<file path="src/rtl/ctrl_decode_seq.sv">
// ctrl_decode_seq -- registered, handshaked control decoder with mult/div issue.
//
// Decodes opcode/alu_op into a 14-bit control word and an ALU opcode. Both are
// held in one output register with valid/ready handshakes on each side.
// A mult/div instruction (opcode 0 with alu_op 00110 or 00111) pulses md_start
// and stalls the input side until the multdiv unit reports md_done. The decoded
// word is then delivered with the exception flag reported by the unit.
//
// Optional feature: define CTRL_MD_WATCHDOG_EN to enable a mult/div watchdog.
// After MD_MAX_CYC wait cycles without md_done, the word is delivered with
// md_timeout=1 and rwe cleared. Without the macro the wait is unbounded and
// md_timeout_o is tied to 0.
//
// Ports:
//   clk_i, rst_ni            clock (rising edge), asynchronous active-low reset
//   in_valid_i / in_ready_o  instruction handshake
//   opcode_i, alu_op_i       instruction fields
//   out_valid_o/out_ready_i  result handshake
//   ctrl_word_o              {rwe,rdst,aluinb,alusub,dmwe,rwd,br,jp,bne,blt,jal,jr,setx,bex}
//   final_opcode_o           opcode driven to the ALU
//   md_start_o, md_is_div_o  one-cycle issue pulse to multdiv, with div/mul select
//   md_done_i, md_exc_i      multdiv completion pulse and its exception flag
//   out_md_exc_o             exception flag for the delivered mult/div word
//   md_timeout_o             watchdog fired for the delivered word
module ctrl_decode_seq #(
  parameter int OPCODE_W   = 5,
  parameter int ALUOP_W    = 5,
  parameter int MD_MAX_CYC = 40
) (
  input  logic                clk_i,
  input  logic                rst_ni,
  input  logic                in_valid_i,
  output logic                in_ready_o,
  input  logic [OPCODE_W-1:0] opcode_i,
  input  logic [ALUOP_W-1:0]  alu_op_i,
  output logic                out_valid_o,
  input  logic                out_ready_i,
  output logic [13:0]         ctrl_word_o,
  output logic [ALUOP_W-1:0]  final_opcode_o,
  output logic                md_start_o,
  output logic                md_is_div_o,
  input  logic                md_done_i,
  input  logic                md_exc_i,
  output logic                out_md_exc_o,
  output logic                md_timeout_o
);

  typedef enum logic {IDLE, MD_WAIT} state_t;

  // ---------------------------------------------------------------- decode
  // Pad the opcode so the "upper bits are zero" test also works at width 5.
  logic [OPCODE_W+4:0] op_ext;
  logic                op_ok;
  logic [4:0]          op5;

  assign op_ext = {5'b0, opcode_i};
  assign op_ok  = (op_ext[OPCODE_W+4:5] == '0);
  assign op5    = op_ext[4:0];

  logic is_add, is_j, is_bne, is_jal, is_jr, is_addi, is_blt, is_sw, is_lw, is_setx, is_bex;
  assign is_add  = op_ok && (op5 == 5'b00000);
  assign is_j    = op_ok && (op5 == 5'b00001);
  assign is_bne  = op_ok && (op5 == 5'b00010);
  assign is_jal  = op_ok && (op5 == 5'b00011);
  assign is_jr   = op_ok && (op5 == 5'b00100);
  assign is_addi = op_ok && (op5 == 5'b00101);
  assign is_blt  = op_ok && (op5 == 5'b00110);
  assign is_sw   = op_ok && (op5 == 5'b00111);
  assign is_lw   = op_ok && (op5 == 5'b01000);
  assign is_setx = op_ok && (op5 == 5'b10101);
  assign is_bex  = op_ok && (op5 == 5'b10110);

  logic rwe, aluinb, alusub, br, jp;
  assign rwe    = is_add | is_addi | is_lw | is_jal | is_setx;
  assign aluinb = is_addi | is_lw | is_sw;
  assign alusub = is_bne | is_blt | is_bex;
  assign br     = is_bne | is_blt;
  assign jp     = is_j | is_jal;

  logic [13:0]        dec_word;
  logic [ALUOP_W-1:0] dec_fop;
  logic               dec_md;

  assign dec_word = {rwe, is_sw, aluinb, alusub, is_sw, is_lw, br, jp,
                     is_bne, is_blt, is_jal, is_jr, is_setx, is_bex};

  always_comb begin
    dec_fop = ALUOP_W'(opcode_i);
    if (alusub)       dec_fop = ALUOP_W'(1);
    else if (is_addi) dec_fop = '0;
    else if (is_add)  dec_fop = alu_op_i;
  end

  assign dec_md = is_add && ((alu_op_i == ALUOP_W'(5'b00110)) ||
                             (alu_op_i == ALUOP_W'(5'b00111)));

  // ---------------------------------------------------------------- state
  state_t             state_q;
  logic               out_valid_q;
  logic [13:0]        ctrl_word_q;
  logic [ALUOP_W-1:0] final_opcode_q;
  logic               out_md_exc_q;
  logic               md_start_q;
  logic               md_is_div_q;
  logic [13:0]        pend_word_q;
  logic [ALUOP_W-1:0] pend_fop_q;
  logic               done_q;
  logic               exc_q;
`ifdef CTRL_MD_WATCHDOG_EN
  localparam int CNT_W = $clog2(MD_MAX_CYC + 1);
  logic [CNT_W-1:0]   cnt_q;
  logic               md_timeout_q;
`endif

  logic slot_free;
  logic accept;

  assign slot_free = !out_valid_q || out_ready_i;
  // Gated by reset so every output reads 0 while reset is held.
  assign in_ready_o = rst_ni && (state_q == IDLE) && slot_free;
  assign accept     = in_valid_i && in_ready_o;

  always_ff @(posedge clk_i or negedge rst_ni) begin
    if (!rst_ni) begin
      state_q        <= IDLE;
      out_valid_q    <= 1'b0;
      ctrl_word_q    <= '0;
      final_opcode_q <= '0;
      out_md_exc_q   <= 1'b0;
      md_start_q     <= 1'b0;
      md_is_div_q    <= 1'b0;
      pend_word_q    <= '0;
      pend_fop_q     <= '0;
      done_q         <= 1'b0;
      exc_q          <= 1'b0;
`ifdef CTRL_MD_WATCHDOG_EN
      cnt_q          <= '0;
      md_timeout_q   <= 1'b0;
`endif
    end else begin
      md_start_q  <= 1'b0;
      md_is_div_q <= 1'b0;
      if (out_valid_q && out_ready_i) out_valid_q <= 1'b0;

      case (state_q)
        IDLE: begin
          if (accept && dec_md) begin
            // Park the decoded word until the multdiv unit finishes.
            md_start_q  <= 1'b1;
            md_is_div_q <= alu_op_i[0];
            pend_word_q <= dec_word;
            pend_fop_q  <= dec_fop;
            done_q      <= 1'b0;
            exc_q       <= 1'b0;
            state_q     <= MD_WAIT;
`ifdef CTRL_MD_WATCHDOG_EN
            cnt_q       <= '0;
`endif
          end else if (accept) begin
            out_valid_q    <= 1'b1;
            ctrl_word_q    <= dec_word;
            final_opcode_q <= dec_fop;
            out_md_exc_q   <= 1'b0;
`ifdef CTRL_MD_WATCHDOG_EN
            md_timeout_q   <= 1'b0;
`endif
          end
        end

        MD_WAIT: begin
          if (done_q && slot_free) begin
            out_valid_q    <= 1'b1;
            ctrl_word_q    <= pend_word_q;
            final_opcode_q <= pend_fop_q;
            out_md_exc_q   <= exc_q;
            state_q        <= IDLE;
`ifdef CTRL_MD_WATCHDOG_EN
            md_timeout_q   <= 1'b0;
`endif
          end
`ifdef CTRL_MD_WATCHDOG_EN
          else if (!done_q && slot_free && (cnt_q == CNT_W'(MD_MAX_CYC - 1))) begin
            // Give up on the unit: deliver without a register write.
            out_valid_q    <= 1'b1;
            ctrl_word_q    <= {1'b0, pend_word_q[12:0]};
            final_opcode_q <= pend_fop_q;
            out_md_exc_q   <= 1'b0;
            md_timeout_q   <= 1'b1;
            state_q        <= IDLE;
          end
`endif
          else begin
            // First md_done wins; its exception flag is captured with it.
            if (md_done_i && !done_q) begin
              done_q <= 1'b1;
              exc_q  <= md_exc_i;
            end
`ifdef CTRL_MD_WATCHDOG_EN
            if (cnt_q != '1) cnt_q <= cnt_q + 1'b1;
`endif
          end
        end

        default: state_q <= IDLE;
      endcase
    end
  end

  assign out_valid_o    = out_valid_q;
  assign ctrl_word_o    = ctrl_word_q;
  assign final_opcode_o = final_opcode_q;
  assign out_md_exc_o   = out_md_exc_q;
  assign md_start_o     = md_start_q;
  assign md_is_div_o    = md_is_div_q;
`ifdef CTRL_MD_WATCHDOG_EN
  assign md_timeout_o   = md_timeout_q;
`else
  assign md_timeout_o   = 1'b0;
`endif

endmodule

</file>
<file path="config.mk">
export PLATFORM = sky130hd
export DESIGN_NAME = ctrl_decode_seq
export DESIGN_NICKNAME = d
export VERILOG_FILES = /design/src/rtl/ctrl_decode_seq.sv
export SDC_FILE = /design/constraint.sdc
export NUM_CORES = 1
export LEC_CHECK = 0
export ABC_AREA = 0
export CORE_ASPECT_RATIO = 0.8
export CORE_MARGIN = 2
export CORE_UTILIZATION = 55
export CTS_BUF_LIST = sky130_fd_sc_hd__clkbuf_16
export DETAILED_ROUTE_END_ITERATION = 16
export MAX_ROUTING_LAYER = met4
export PLACE_DENSITY = 0.86
export SKIP_CTS_REPAIR_TIMING = 1
export SYNTH_ARGS = -nofsm -noshare
export SYNTH_HDL_FRONTEND = slang
export SYNTH_SLANG_ARGS = --single-unit
</file>
<file path="constraint.sdc">
create_clock -name clk_i -period 4.5 [get_ports clk_i]
set_input_delay 0.9 -clock clk_i [delete_from_list [all_inputs] [get_ports clk_i]]
set_output_delay 0.9 -clock clk_i [all_outputs]
set_load 0.05 [all_outputs]
</file>
==> out/metrics.yaml <==
status: "complete, no violations"
dp_hpwl_mm: 2.90
grt.total_usage_pct: 21.8
cts_root_buf: "clkbuf_16"
synth.distinct_cells: 44
relSlewSlack_pct: 29.8
syn_to_final_growth_pct: 24.6
skew_ns: 0.00328
top_level_ports: 41
reg2reg_depth: 4
seq_area_frac_synth_pct: 51.4
fin_nets: 240
synthAdderAreaFrac_pct: 0
cts_buffer_depth: 2
drv_cap: 0
syn-mean-instance-area_um2: 11.0
initial_core_util_pct: 56.2
synth_ff_type: "dfrtp_1"
postRouteAntennaNets: 0
syn_area_um2: 2090
core-area_um2: 3730
ys_ff_latch: 43
path_max_fanout: 19
p_per_area_nw_per_um2: 358
floorplan.die_area_um2: 4320
tightest_slew_ns: 1.05
yosys.area_share.xor_xnor_pct: 0
cts_max_level: 2
fmax_ghz: 0.297
place_congestion: 0.876
clock_latency_ns: 0.28
path_class: "input port to flip-flop"
r2r-end: "final_opcode_o[4]"
synth-warning-count: 0
detail_route.wl_per_cell_um: 15.4
cts_tree: "built"
portBuffers: 39
slew_viol_final: 0
drive_gt1_share_pct: 15.7
crit_arrival_ns: 3.53
whs_path_depth: 2
p_total_uw: 934
holdPathEnd: "pend_fop_q[2]"
grt_max_degree: 45
die_y_um: 59.2
num_vias: 1526
hold_violations: 0
drt_wl_total_mm: 4.10
die_width_um: 73.0
hp-class: "flip-flop to flip-flop"
period_share_pct: 74.9
end_kind: "flip-flop"
tns_ns: 0
postLayoutCoreUtil_pct: 70.0
cp_data_required_time_ns: 4.66
synthCells: 190
startpoint_type: "input port"
r2r-start: "state_q"
hold_start: "pend_fop_q[2]"
yosys.area_share.simple_pct: 19.8
synthMuxAreaShare_pct: 12.4
grt_pass1_vias: 1472
cts_made_buffers: 5
clkTransAtPathRegs_ns: 0.05
drc: 0
synthArstFlopShare_pct: 100
regToRegSetupSlack_ns: 2.27
power.leakage_uw: 0.00119
synth_compound_area_share_pct: 11.2
period_needed_ns: 3.37
grt_pass1_wl_mm: 6.89
fillers: 295
setup-violations-final: 0
vias_per_cell: 5.72
row_count: 20
numClockSinks: 43
dr.first_iter.drc_count: 103
diodes: 0
drt-pass1-iter-count: 4
synth_nets: 206
rsz0062_at_grt: "no"
vdd_ir_drop_max_uv: 210
synth_top_family_by_area: "simple AND/OR/NAND/NOR gates"
grt_overflow: 0
antenna_found_initial: 0
synth_edf_count: 0
==> sequential cells by signal, indices dropped and copies added, names as in the netlist <==
| name | flops |
|---|---|
| md_start_o | 1 |
| exc_q | 1 |
| done_q | 1 |
| out_valid_o | 1 |
| out_md_exc_o | 1 |
| pend_fop_q | 5 |
| final_opcode_o | 5 |
| md_is_div_o | 1 |
| state_q | 1 |
| pend_word_q | 13 |
| ctrl_word_o | 13 |
==> Yosys cell counts (3+ instances only) <==
| master | count | share of area (%) |
|---|---|---|
| dfrtp_1 | 43 | 51 |
| and2_1 | 16 | 4.8 |
| nand2_1 | 16 | 2.9 |
| clkbuf_1 | 11 | 2.0 |
| mux2_2 | 11 | 5.9 |
| mux2_4 | 9 | 6.5 |
| nor2_1 | 9 | 1.6 |
| nor2b_1 | 7 | 2.1 |
| o21ai_0 | 7 | 1.7 |
| inv_1 | 5 | 0.90 |
| nand2b_1 | 5 | 1.5 |
| nor3_1 | 5 | 1.2 |
| a21oi_1 | 4 | 0.96 |
| o31ai_1 | 4 | 1.4 |
| a22o_1 | 3 | 1.3 |
| a311oi_1 | 3 | 1.3 |
==> cells in the final DEF (no fill, tap or decap), drive strengths merged, types with 2 or more instances in the layout <==
cell / count
a21oi: 4
a22o: 3
a311oi: 3
a32o: 2
and2: 16
buf: 5
clkbuf: 5
clkdlybuf4s50: 38
dfrtp: 43
inv: 7
mux2: 20
nand2: 16
nand2b: 5
nor2: 9
nor2b: 7
nor3: 5
o21ai: 7
o31ai: 4
or3: 2
or3b: 2
==> worst max-delay path: stages <==
cell and delay (ns):
clkdlybuf4s50_1 0.63, or3b_2 0.53, or4_4 0.49, a32o_1 0.55
mux2_4 0.43
==> how the worst max path moves through the flow <==
stage | cells past startpoint | endpoint | startpoint | slack [ns]
4_1_cts | 5 | ctrl_word_o[2] | opcode_i[3] | 1.11
3_5_place_dp | 5 | ctrl_word_o[2] | opcode_i[3] | 0.86
2_1_floorplan | 2 | in_ready_o | out_ready_i | 1.49
3_3_place_gp | 5 | final_opcode_o[2] | opcode_i[2] | 0.89
6_report | 5 | ctrl_word_o[2] | opcode_i[3] | 1.13
5_1_grt | 5 | ctrl_word_o[2] | opcode_i[3] | 1.03
==> stage by stage <==
stage / setup WS (ns) / hold WS (ns) / instances / instance area, um^2
2_1_floorplan: 1.49 / 0.414 / 190 / 2090
3_3_place_gp: 0.894 / 0.427 / 261 / 2480
3_5_place_dp: 0.856 / 0.436 / 261 / 2480
4_1_cts: 1.11 / 0.448 / 267 / 2610
5_1_grt: 1.03 / 0.465 / 267 / 2610
6_report: 1.13 / 0.442 / 267 / 2610
==> final cells by class <==
class                   instances  area [um^2]  share of cell area, %
repair buffers                 43          415                   15.9
multi-input cells             125          912                   34.9
well taps                      44         55.1                   2.11
clock inverters                 1         3.75                  0.144
inverters                       6         22.5                  0.863
flip-flops and latches         43         1080                   41.2
clock buffers                   5          125                   4.79
==> logic make-up (layout without fill, tap and decap cells) <==
family,Yosys count,count (layout)
other cells,1,1
buf+inv,22,55
simple gates,72,72
flops,43,43
mux,20,20
compound gates,32,32
==> power by group <==
part	internal (uW)	total, uW	switching (uW)
clock	197	324	128
sequential	407	421	13.9
combinational	75.6	188	113
==> per-layer routing <==
layer	track usage, %	up-vias	wire length [um]
li1	-	729	-
met1	30.2	745	2000
met2	31.9	45	1860
met3	4.08	7	187
met4	8.20	0	57
met5	-	-	0
No activity file was read; power rests on OpenSTA's default activity.
